===== config.mk =====
export PLATFORM = sky130hd
export DESIGN_NAME = i2s_clkgen
export DESIGN_NICKNAME = d
export VERILOG_FILES = /design/src/rtl/i2s_clkgen.sv
export SDC_FILE = /design/constraint.sdc
export NUM_CORES = 1
export LEC_CHECK = 0
export BUFFER_PORTS_ARGS = -buffer_cell sky130_fd_sc_hd__buf_2
export CAP_MARGIN = 20
export CORE_MARGIN = 8
export CORE_UTILIZATION = 30
export DETAILED_ROUTE_END_ITERATION = 10
export PLACE_DENSITY = 0.48
export SYNTH_ARGS = -nofsm -noshare
export SYNTH_HDL_FRONTEND = slang
export SYNTH_SLANG_ARGS = --single-unit
export TNS_END_PERCENT = 50

===== constraint.sdc =====
create_clock -name clk_i -period 3 [get_ports clk_i]
set_input_delay 0.6 -clock clk_i [delete_from_list [all_inputs] [get_ports clk_i]]
set_output_delay 0.6 -clock clk_i [all_outputs]
set_load 0.05 [all_outputs]

===== src/rtl/i2s_clkgen.sv =====
// I2S master clock generator: SCK/WS with frame-aligned start, drain and
// configuration updates.
module i2s_clkgen #(
    parameter int DIV_WIDTH = 16
) (
    input  logic                 clk_i,
    input  logic                 rst_n_i,
    input  logic                 en_i,
    input  logic [DIV_WIDTH-1:0] div_i,
    input  logic [5:0]           wlen_i,
    output logic                 busy_o,
    output logic                 i2s_sck_o,
    output logic                 i2s_ws_o,
    output logic                 sck_rise_o,
    output logic                 sck_fall_o,
    output logic                 frame_o
);

    typedef enum logic [1:0] {
        IDLE  = 2'd0,
        RUN   = 2'd1,
        DRAIN = 2'd2
    } state_t;

    state_t               r_state;
    logic [DIV_WIDTH-1:0] r_hcnt;
    logic [DIV_WIDTH-1:0] r_div;
    logic [5:0]           r_bcnt;
    logic [5:0]           r_wlen;
    logic                 r_sck;
    logic                 r_ws;
    logic                 r_rise;
    logic                 r_fall;
    logic                 r_frame;

    logic [5:0]           w_wlen_clamped;
    logic                 w_tick;
    logic                 w_fall_tick;
    logic                 w_word_end;
    logic                 w_boundary;

    always_comb begin
        w_wlen_clamped = wlen_i;
        if (wlen_i < 6'd2)
            w_wlen_clamped = 6'd2;
        else if (wlen_i > 6'd32)
            w_wlen_clamped = 6'd32;
    end

    assign w_tick      = (r_state != IDLE) && (r_hcnt == r_div);
    assign w_fall_tick = w_tick && r_sck;
    assign w_word_end  = w_fall_tick && (r_bcnt == r_wlen - 6'd1);
    // A right-word end is the frame boundary
    assign w_boundary  = w_word_end && r_ws;

    always_ff @(posedge clk_i or negedge rst_n_i) begin
        if (!rst_n_i) begin
            r_state <= IDLE;
            r_hcnt  <= '0;
            r_div   <= '0;
            r_bcnt  <= '0;
            r_wlen  <= '0;
            r_sck   <= 1'b0;
            r_ws    <= 1'b0;
            r_rise  <= 1'b0;
            r_fall  <= 1'b0;
            r_frame <= 1'b0;
        end else begin
            r_rise  <= 1'b0;
            r_fall  <= 1'b0;
            r_frame <= 1'b0;
            case (r_state)
                IDLE: begin
                    if (en_i) begin
                        r_state <= RUN;
                        r_div   <= div_i;
                        r_wlen  <= w_wlen_clamped;
                    end
                end
                RUN, DRAIN: begin
                    r_hcnt  <= w_tick ? '0 : r_hcnt + 1'b1;
                    r_rise  <= w_tick && !r_sck;
                    r_fall  <= w_fall_tick;
                    r_state <= en_i ? RUN : DRAIN;
                    if (w_tick)
                        r_sck <= ~r_sck;
                    if (w_fall_tick)
                        r_bcnt <= w_word_end ? 6'd0 : r_bcnt + 6'd1;
                    if (w_word_end)
                        r_ws <= ~r_ws;
                    if (w_boundary) begin
                        r_frame <= 1'b1;
                        r_div   <= div_i;
                        r_wlen  <= w_wlen_clamped;
                        // Counters and SCK/WS already land at zero here
                        if (r_state == DRAIN && !en_i)
                            r_state <= IDLE;
                    end
                end
                default: r_state <= IDLE;
            endcase
        end
    end

    assign busy_o     = (r_state != IDLE);
    assign i2s_sck_o  = r_sck;
    assign i2s_ws_o   = r_ws;
    assign sck_rise_o = r_rise;
    assign sck_fall_o = r_fall;
    assign frame_o    = r_frame;

endmodule


==> impl_metrics.csv, run 1 <==
group,metric,value,unit
status,status,"completed",
timing,fin_setup_tns,0,ns
floorplan,die_area,12450,µm²
route,vias_per_cell,4.800,
timing,slew_headroom,56.76,%
logic_synthesis,synthTopCellsByArea,"dfrtp_1 47%, mux2_4 9.9%, xnor2_1 6.7%",
global_route,antenna_found_initial,0,
critical_path,max_stage_delay,0.62,ns
flow_run,cap_violations,0,
critical_path,worst_setup_path_start_kind,"flop",
timing,post-route-period-util,87.68,%
critical_path,crit_path_end_kind,"flop",
cts,cts_hold_buf,0,
final_layout,drive_gt1_share,23.24,%
route,vias,1896,
cts,h-tree-depth,2,
route,wl,5689,µm
route,drc,0,
cts,cts.sinks,51,
critical_path,cp_max_fo,12,
global_route,grt_pass1_wl,9860,µm
logic_synthesis,synth_top_area_share,46.55,%
cts,cts_made_buffers,5,
floorplan,start_util,30.24,%
critical_path,worstPathRequired,3.19,ns
route,drt-wirelength-per-cell,14.40,µm
critical_path,path_cells,"or4_1 > nor2_1 > xnor2_1 > or4_4 > o21ai_4 > buf_4 > mux2_4",
route,drtPass1Iterations,4,
critical_path,path_delay_family,"simple AND/OR/NAND/NOR gates",
final_layout,area_delta_synth_final,13.83,%
floorplan,die_h,111.6,µm
logic_synthesis,synthDistinctLibCells,39,
global_route,grt_use_total,9.733,%
global_route,grt_max_degree,52,
cts,post_cts_resized,0,
cts,clk_pin_slew,0.10,ns
critical_path,worst_ep_arrival_time,2.82,ns
timing,hold_slack,0.4098,ns
place,portBuffers,30,
hold_path,worstHoldPathType,"in2async",
timing,worst_pin_slew,0.6486,ns
critical_path,path_depth,7,
floorplan,die_w,111.6,µm
place,gp_congestion,0.6990,
logic_synthesis,netlist_area,2741,µm²
logic_synthesis,synth_cells,249,
timing,fmaxAchievable,380.2,MHz
logic_synthesis,synth.avg_cell_area,11.01,µm²
logic_synthesis,synth_nets,280,
final_layout,antenna_cells,0,
cts,clkLatencyLatePin,0.31,ns
logic_synthesis,ys_seq_area_share,46.55,%
cts,tritoncts,"built",
power,ir_worst_vdd,0.3307,mV
logic_synthesis,yosys-top-cells-count,"51 x dfrtp_1, 21 x xnor2_1, 18 x mux2_4",
floorplan,coreArea,9065,µm²
power,power_density,878.7,nW/µm²
timing,hold_violations,0,
logic_synthesis,async_flop_share,100.0,%
critical_path,critical_path_buf_inv_count,1,
timing,slew_viol_final,0,
logic_synthesis,yosys.area.top_type,"dfrtp_1",
timing,min_period,2.630,ns
critical_path,critPathSlowestCell,"or4_4",
final_layout,fill_cells,915,
logic_synthesis,synthFlopType,"dfrtp_1",
timing,finClkSkew,0.009282,ns
final_layout,regArea,1276,µm²
logic_synthesis,synth_edf_count,0,
logic_synthesis,synthMostInstantiatedCell,"dfrtp_1",
global_route,grt_pass1_vias,2010,
route,first_iter_violations,86,
final_layout,fin_util,34.42,%
floorplan,io_pins,31,
cts,post_cts_buffers,0,
timing,rsz0062_at_grt,"no",
cts,cts_buffer_depth,2,
logic_synthesis,ys_ff_latch,51,
floorplan,placementRows,35,
route,ant_nets,0,
power,power.leakage,1.390,nW
final_layout,nNetsFinal,314,
global_route,gr-total-overflow,0,
logic_synthesis,yosys_warnings,0,
cts,cts_root_buffer,"clkbuf_8",
critical_path,reg2reg_depth,7,
critical_path,path_class,"reg2reg",
place,dp_hpwl,4219,µm
final_layout,multi_input_area,1371,µm²
timing,setup_viol,0,
power,power,2.742,mW
-- worst paths after layout --
path	startpoint	end	slack, ns
setup / recovery	r_wlen[2]	r_div[13]	0.37
hold / removal	rst_n_i	r_div[15]	0.41
setup reg to reg	r_wlen[2]	r_div[13]	0.37
hold reg to reg	r_div[2]	r_div[2]	0.54
max in group asynchronous	rst_n_i	r_bcnt[1]	2.17
min in group clk_i	div_i[5]	r_div[5]	0.52
-- layout make-up --
type                       count  area share (%)
timing repair buffer          36           6.656
tap                          111           4.451
multi-input combinational    177           43.95
clock inverter                 1          0.1604
sequential                    51           40.90
clock buffer                   7           2.446
inverter                      12           1.443
-- state kept, by name (all words and copies together), names as in the netlist --
| register | cells |
|---|---|
| r_state | 2 |
| frame_o | 1 |
| i2s_ws_o | 1 |
| sck_rise_o | 1 |
| i2s_sck_o | 1 |
| r_div | 16 |
| r_hcnt | 16 |
| r_wlen | 6 |
| sck_fall_o | 1 |
| r_bcnt | 6 |
-- routing by layer --
metal,global-route usage [%],wire (µm),up-vias
met2,14.79,2598,24
met4,2.735,53,0
met3,2.706,206,8
met5,0,0,-
met1,13.17,2831,919
li1,-,-,945
-- where the power goes --
group,internal (mW),switching [mW],total [mW]
combinational,0.670,0.534,1.20
clock,0.164,0.224,0.389
sequential,0.910,0.239,1.15
-- stage by stage --
stage	area, µm²	instances	setup slack, ns
final	3120	395	0.3697
after global routing	3120	395	0.2398
after CTS	3120	395	0.3608
after detailed placement	3039	387	0.3751
after global placement	3039	387	0.3908
after floorplan	2741	249	0.5786
-- cell usage in the layout, fill, tap and decap left out, types with 3 or more instances in the layout --
| cell type | n |
|---|---|
| buf_2 | 30 |
| or3_1 | 4 |
| buf_4 | 5 |
| xnor2_1 | 21 |
| nand2b_1 | 5 |
| nor2_1 | 13 |
| nand2_1 | 9 |
| mux2i_1 | 5 |
| dfrtp_1 | 51 |
| and3_1 | 5 |
| a21oi_1 | 9 |
| nor2b_1 | 5 |
| and2_1 | 5 |
| ha_1 | 6 |
| o21ai_0 | 6 |
| clkbuf_8 | 5 |
| mux2_4 | 18 |
| nor3_1 | 7 |
| nand3_1 | 13 |
| o31ai_1 | 5 |
| inv_1 | 11 |
| xor2_1 | 10 |
| mux2_2 | 3 |
| nand4_1 | 10 |
-- kinds of logic after synthesis --
group / synth area share [%]
xor gates and xnor gates: 9.904
adders and majority gates: 2.738
DFF: 46.55
AOI/OAI and AO/OA: 8.490
and+or+nand+nor: 15.97
buffers and inverters: 3.423
muxes: 12.92
(Power assumes the default switching activity.)
==> inputs of run 2 (changes only) <==
Settings changed: CORE_ASPECT_RATIO from default to 0.5.
==> run 2 against run 1 <==
- flip-flop and latch count stayed put
- clock-buffer cell count grew 1
- global-route usage shrank 0.35 points
- clock skew down 0.0057 ns
- wire length increased by 1.4%
- sequential share of layout area down 1.1 points
- core utilization increased by 2.1 points
- fmax hardly changed
- critical path depth did not move
- sequential power is essentially flat
==> impl_metrics.csv, run 2 (synthesized netlist as in run 1, its figures left out) <==
group,metric,value,unit
status,status,"completed",
timing,fin_setup_tns,0,ns
power,power_density,912.1,nW/µm²
final_layout,layout_commonest_cell,"dfrtp_1",
critical_path,cp_max_fo,22,
cts,cts.sinks,51,
critical_path,regToRegStartpoint,"r_wlen[2]",
critical_path,path_cells,"or4_1 > nor2_1 > xnor2_1 > or4_4 > o21ai_4 > buf_12 > mux2_2",
critical_path,critPathSlowestCell,"or4_4",
cts,cts_hold_buf,0,
timing,slew_headroom,55.75,%
place,gp_congestion,0.7311,
critical_path,critical_path_buf_inv_count,1,
cts,h-tree-depth,2,
cts,clkLatencyLatePin,0.28,ns
final_layout,area_delta_synth_final,17.12,%
floorplan,die_area,12640,µm²
timing,rsz0062_at_grt,"no",
critical_path,worst_setup_path_start_kind,"flop",
final_layout,drive_gt1_share,23.86,%
global_route,gr-total-overflow,0,
floorplan,die_h,83.60,µm
timing,hold_slack,0.3427,ns
timing,setup_viol,0,
timing,post-route-period-util,87.71,%
timing,worst_pin_slew,0.6637,ns
critical_path,path_class,"reg2reg",
timing,fmaxAchievable,380.0,MHz
critical_path,max_stage_delay,0.62,ns
route,drt-wirelength-per-cell,14.36,µm
critical_path,path_delay_family,"simple AND/OR/NAND/NOR gates",
cts,tritoncts,"built",
route,first_iter_violations,127,
global_route,grt_max_degree,30,
route,ant_nets,0,
cts,cts_buffer_depth,2,
cts,clk_pin_slew,0.06,ns
route,drtPass1Iterations,6,
floorplan,io_pins,31,
timing,min_period,2.631,ns
global_route,antenna_found_initial,0,
floorplan,start_util,31.16,%
route,drc,0,
hold_path,worstHoldPathType,"in2async",
final_layout,most-common-layout-cells,"51 x dfrtp_1, 30 x buf_2, 21 x xnor2_1",
floorplan,die_w,151.2,µm
final_layout,antenna_cells,0,
power,ir_worst_vdd,0.2332,mV
global_route,grt_pass1_vias,1950,
power,power,2.928,mW
flow_run,cap_violations,0,
final_layout,nNetsFinal,315,
timing,slew_viol_final,0,
cts,cts_root_buffer,"clkbuf_16",
cts,cts_made_buffers,5,
route,vias,1890,
route,wl,5771,µm
floorplan,coreArea,8798,µm²
timing,finClkSkew,0.003546,ns
power,power.leakage,1.431,nW
critical_path,crit_start,"r_wlen[2]",
floorplan,placementRows,24,
critical_path,crit_path_end_kind,"flop",
final_layout,top_regs,"r_div: 16 flops, r_hcnt: 16 flops",
route,vias_per_cell,4.701,
place,dp_hpwl,4370,µm
timing,hold_violations,0,
critical_path,worst_ep_arrival_time,2.80,ns
place,portBuffers,30,
global_route,grt_pass1_wl,9563,µm
global_route,grt_use_total,9.385,%
critical_path,worstPathRequired,3.17,ns
cts,post_cts_resized,0,
cts,post_cts_buffers,0,
-- run 2: routing by layer --
layer  track usage (%)  vias to the layer above  share of wire [%]
met3             2.056                        7                1.9
met2             15.16                       19                 48
met4             3.568                        0                1.4
met5                 0                        -                  0
met1             11.93                      923                 49
li1                  -                      941                  -
-- run 2: worst register-to-register path, cell delays in order, from the launching register on --
cell and delay, ns:
dfrtp_1 0.44, or4_1 0.48, nor2_1 0.13, xnor2_1 0.08, or4_4 0.62, o21ai_4 0.20
buf_12 0.22, mux2_2 0.36
-- run 2: final timing paths --
check | depth (start not counted) | slack, ns | end
setup / recovery | 7 | 0.37 | r_wlen[3]
hold / removal | 1 | 0.34 | r_wlen[3]
setup reg to reg | 7 | 0.37 | r_wlen[3]
hold reg to reg | 1 | 0.53 | r_div[5]
max in group asynchronous | 2 | 2.00 | r_bcnt[3]
min in group clk_i | 1 | 0.53 | r_div[5]
-- run 2: where the power goes --
| part | internal [mW] | switching [mW] |
|---|---|---|
| clock | 0.355 | 0.235 |
| combinational | 0.656 | 0.537 |
| sequential | 0.912 | 0.233 |
| total | 1.92 | 1.00 |
-- run 2: through the flow --
step | worst slack (ns) | area [µm²] | util, % | std cells
floorplan | 0.5786 | 2741 | - | 249
global placement | 0.3948 | 3054 | 34.71 | 394
detailed placement | 0.3642 | 3054 | 34.71 | 394
CTS | 0.3617 | 3211 | 36.49 | 402
global route | 0.2607 | 3211 | 36.49 | 402
finish | 0.3687 | 3211 | 36.49 | 402
-- run 2: cell type report --
type	instances	area [µm²]
Clock buffer	8	156.4
Fill cell	870	5588
Inverter	12	45.04
Multi-Input combinational cell	177	1371
Sequential cell	51	1276
Tap cell	117	146.4
Timing Repair Buffer	37	215.2
==> inputs of run 3 (changes only) <==
Settings changed: PLACE_DENSITY 0.48 to 0.49.
==> run 3 against run 2 <==
- critical path depth did not move
- combinational power barely moved
- core utilization barely moved
- fmax barely moved
- register-to-register slack barely moved
- largest power group unchanged
- critical endpoint is now r_wlen[2]
- clock-buffer cell count fell by 3
- sequential share of layout area barely moved
- total power rose by 1.8%
- wire length fell by 2.0%
- clock skew rose by 0.0068 ns
- largest cell class unchanged
==> impl_metrics.csv, run 3 (synthesized netlist as in run 1, its figures left out) <==
group,metric,value,unit
route,vias,1892,
timing,setup_viol,0,
timing,slew_viol_final,0,
global_route,gr-total-overflow,0,
timing,slew_headroom,62.90,%
power,power.leakage,1.424,nW
floorplan,die_h,83.60,µm
final_layout,most-common-layout-cells,"51 x dfrtp_1, 30 x buf_2, 21 x xnor2_1",
place,gp_congestion,0.7804,
hold_path,worstHoldPathType,"in2async",
power,power_density,928.9,nW/µm²
final_layout,layout_commonest_cell,"dfrtp_1",
route,drt-wirelength-per-cell,14.15,µm
final_layout,nNetsFinal,314,
route,first_iter_violations,81,
timing,rsz0062_at_grt,"no",
cts,cts_hold_buf,0,
power,p_seq_share,38.1,%
cts,cts_buffer_depth,2,
critical_path,path_class,"reg2reg",
floorplan,die_area,12640,µm²
final_layout,top_regs,"r_div: 16 flops, r_hcnt: 16 flops",
floorplan,placementRows,24,
final_layout,regArea,1276,µm²
power,power.internal,1.962,mW
route,vias_per_cell,4.730,
timing,hold_violations,0,
final_layout,area_delta_synth_final,17.07,%
final_layout,drive_gt1_share,23.67,%
flow_run,cap_violations,0,
timing,fmaxAchievable,380.0,MHz
floorplan,coreArea,8798,µm²
place,post-place-ws,0.3742,ns
critical_path,regToRegStartpoint,"r_wlen[2]",
global_route,grt_use_total,9.486,%
power,p_comb_share,40.3,%
power,swShare,34.20,%
timing,post-route-period-util,87.73,%
cts,post_cts_buffers,0,
route,ant_nets,0,
route,drtPass1Iterations,4,
timing,hold_slack,0.2467,ns
cts,post_cts_resized,0,
floorplan,die_w,151.2,µm
cts,tritoncts,"built",
timing,fin_setup_tns,0,ns
final_layout,fill_cells,870,
cts,clkLatencyLatePin,0.30,ns
final_layout,antenna_cells,0,
power,p_switching,1.019,mW
cts,cts_made_buffers,5,
critical_path,crit_path_end_kind,"flop",
global_route,grt_pass1_wl,9770,µm
status,status,"completed",
timing,min_period,2.632,ns
critical_path,worstPathRequired,3.18,ns
critical_path,reg2reg_depth,7,
critical_path,crit_start,"r_wlen[2]",
cts,clk_pin_slew,0.06,ns
critical_path,worst_setup_path_start_kind,"flop",
route,drc,0,
power,ir_worst_vdd,0.3267,mV
floorplan,io_pins,31,
timing,worst_pin_slew,0.5523,ns
cts,h-tree-depth,2,
route,wl,5658,µm
timing,setup_slack,0.3681,ns
place,dp_hpwl,4245,µm
final_layout,multi_input_area,1371,µm²
cts,cts.sinks,51,
place,portBuffers,30,
critical_path,worst_ep_arrival_time,2.81,ns
cts,cts_root_buffer,"clkbuf_16",
timing,finClkSkew,0.01036,ns
global_route,antenna_found_initial,0,
global_route,grt_max_degree,33,
critical_path,cp_max_fo,16,
power,p_clk_share,21.6,%
floorplan,start_util,31.16,%
global_route,grt_pass1_vias,2005,
==> run 3: cell count changes in the layout (fill, tap and decap cells not counted), sizes merged <==
cell	delta
clkinvlp	+1
clkbuf	-3
bufinv	+1
buf	-1
==> run 3: worst paths after layout <==
kind / end / slack, ns
worst max-delay path: r_wlen[2] / 0.37
worst min-delay path: r_wlen[2] / 0.25
worst max register to register: r_wlen[2] / 0.37
worst min register to register: r_bcnt[5] / 0.53
max in group asynchronous: r_div[7] / 1.98
min in group clk_i: r_div[4] / 0.53
==> run 3: critical path: stages (launching register included) <==
cell	delay, ns
dfrtp_1	0.45
or4_1	0.49
nor2_1	0.13
xnor2_1	0.08
or4_4	0.62
o21ai_4	0.22
buf_12	0.19
mux2_2	0.34
==> run 3: power by group through the flow <==
stage | logic, mW | registers [mW] | clock network (mW)
after floorplan | 0.988 | 1.09 | 0
after global placement | 1.19 | 1.15 | 0
after detailed placement | 1.21 | 1.15 | 0
after CTS | 1.22 | 1.14 | 0.656
after global routing | 1.34 | 1.17 | 0.684
final | 1.20 | 1.14 | 0.644
==> run 3: metrics by stage <==
step                instances  util [%]  power (mW)  area (µm²)
floorplan                 249         -       2.081        2741
global placement          393     34.63       2.337        3047
detailed placement        393     34.63       2.359        3047
CTS                       400     36.48       3.009        3209
global route              400     36.48       3.190        3209
finish                    400     36.48       2.981        3209
==> run 3: per-layer routing <==
metal	global-route usage (%)	part of all wire, %	vias up
met4	3.211	1.3	0
met2	15.24	48	22
met3	2.435	3.1	4
met1	12.05	48	930
met5	0	0	-
li1	-	-	936
==> run 3: layout make-up <==
class | instances | share of cell area, %
clock buffer | 5 | 3.899
clock inverter | 2 | 1.170
inverter | 12 | 1.404
multi-input combinational | 177 | 42.73
sequential | 51 | 39.77
tap | 117 | 4.561
timing repair buffer | 36 | 6.472
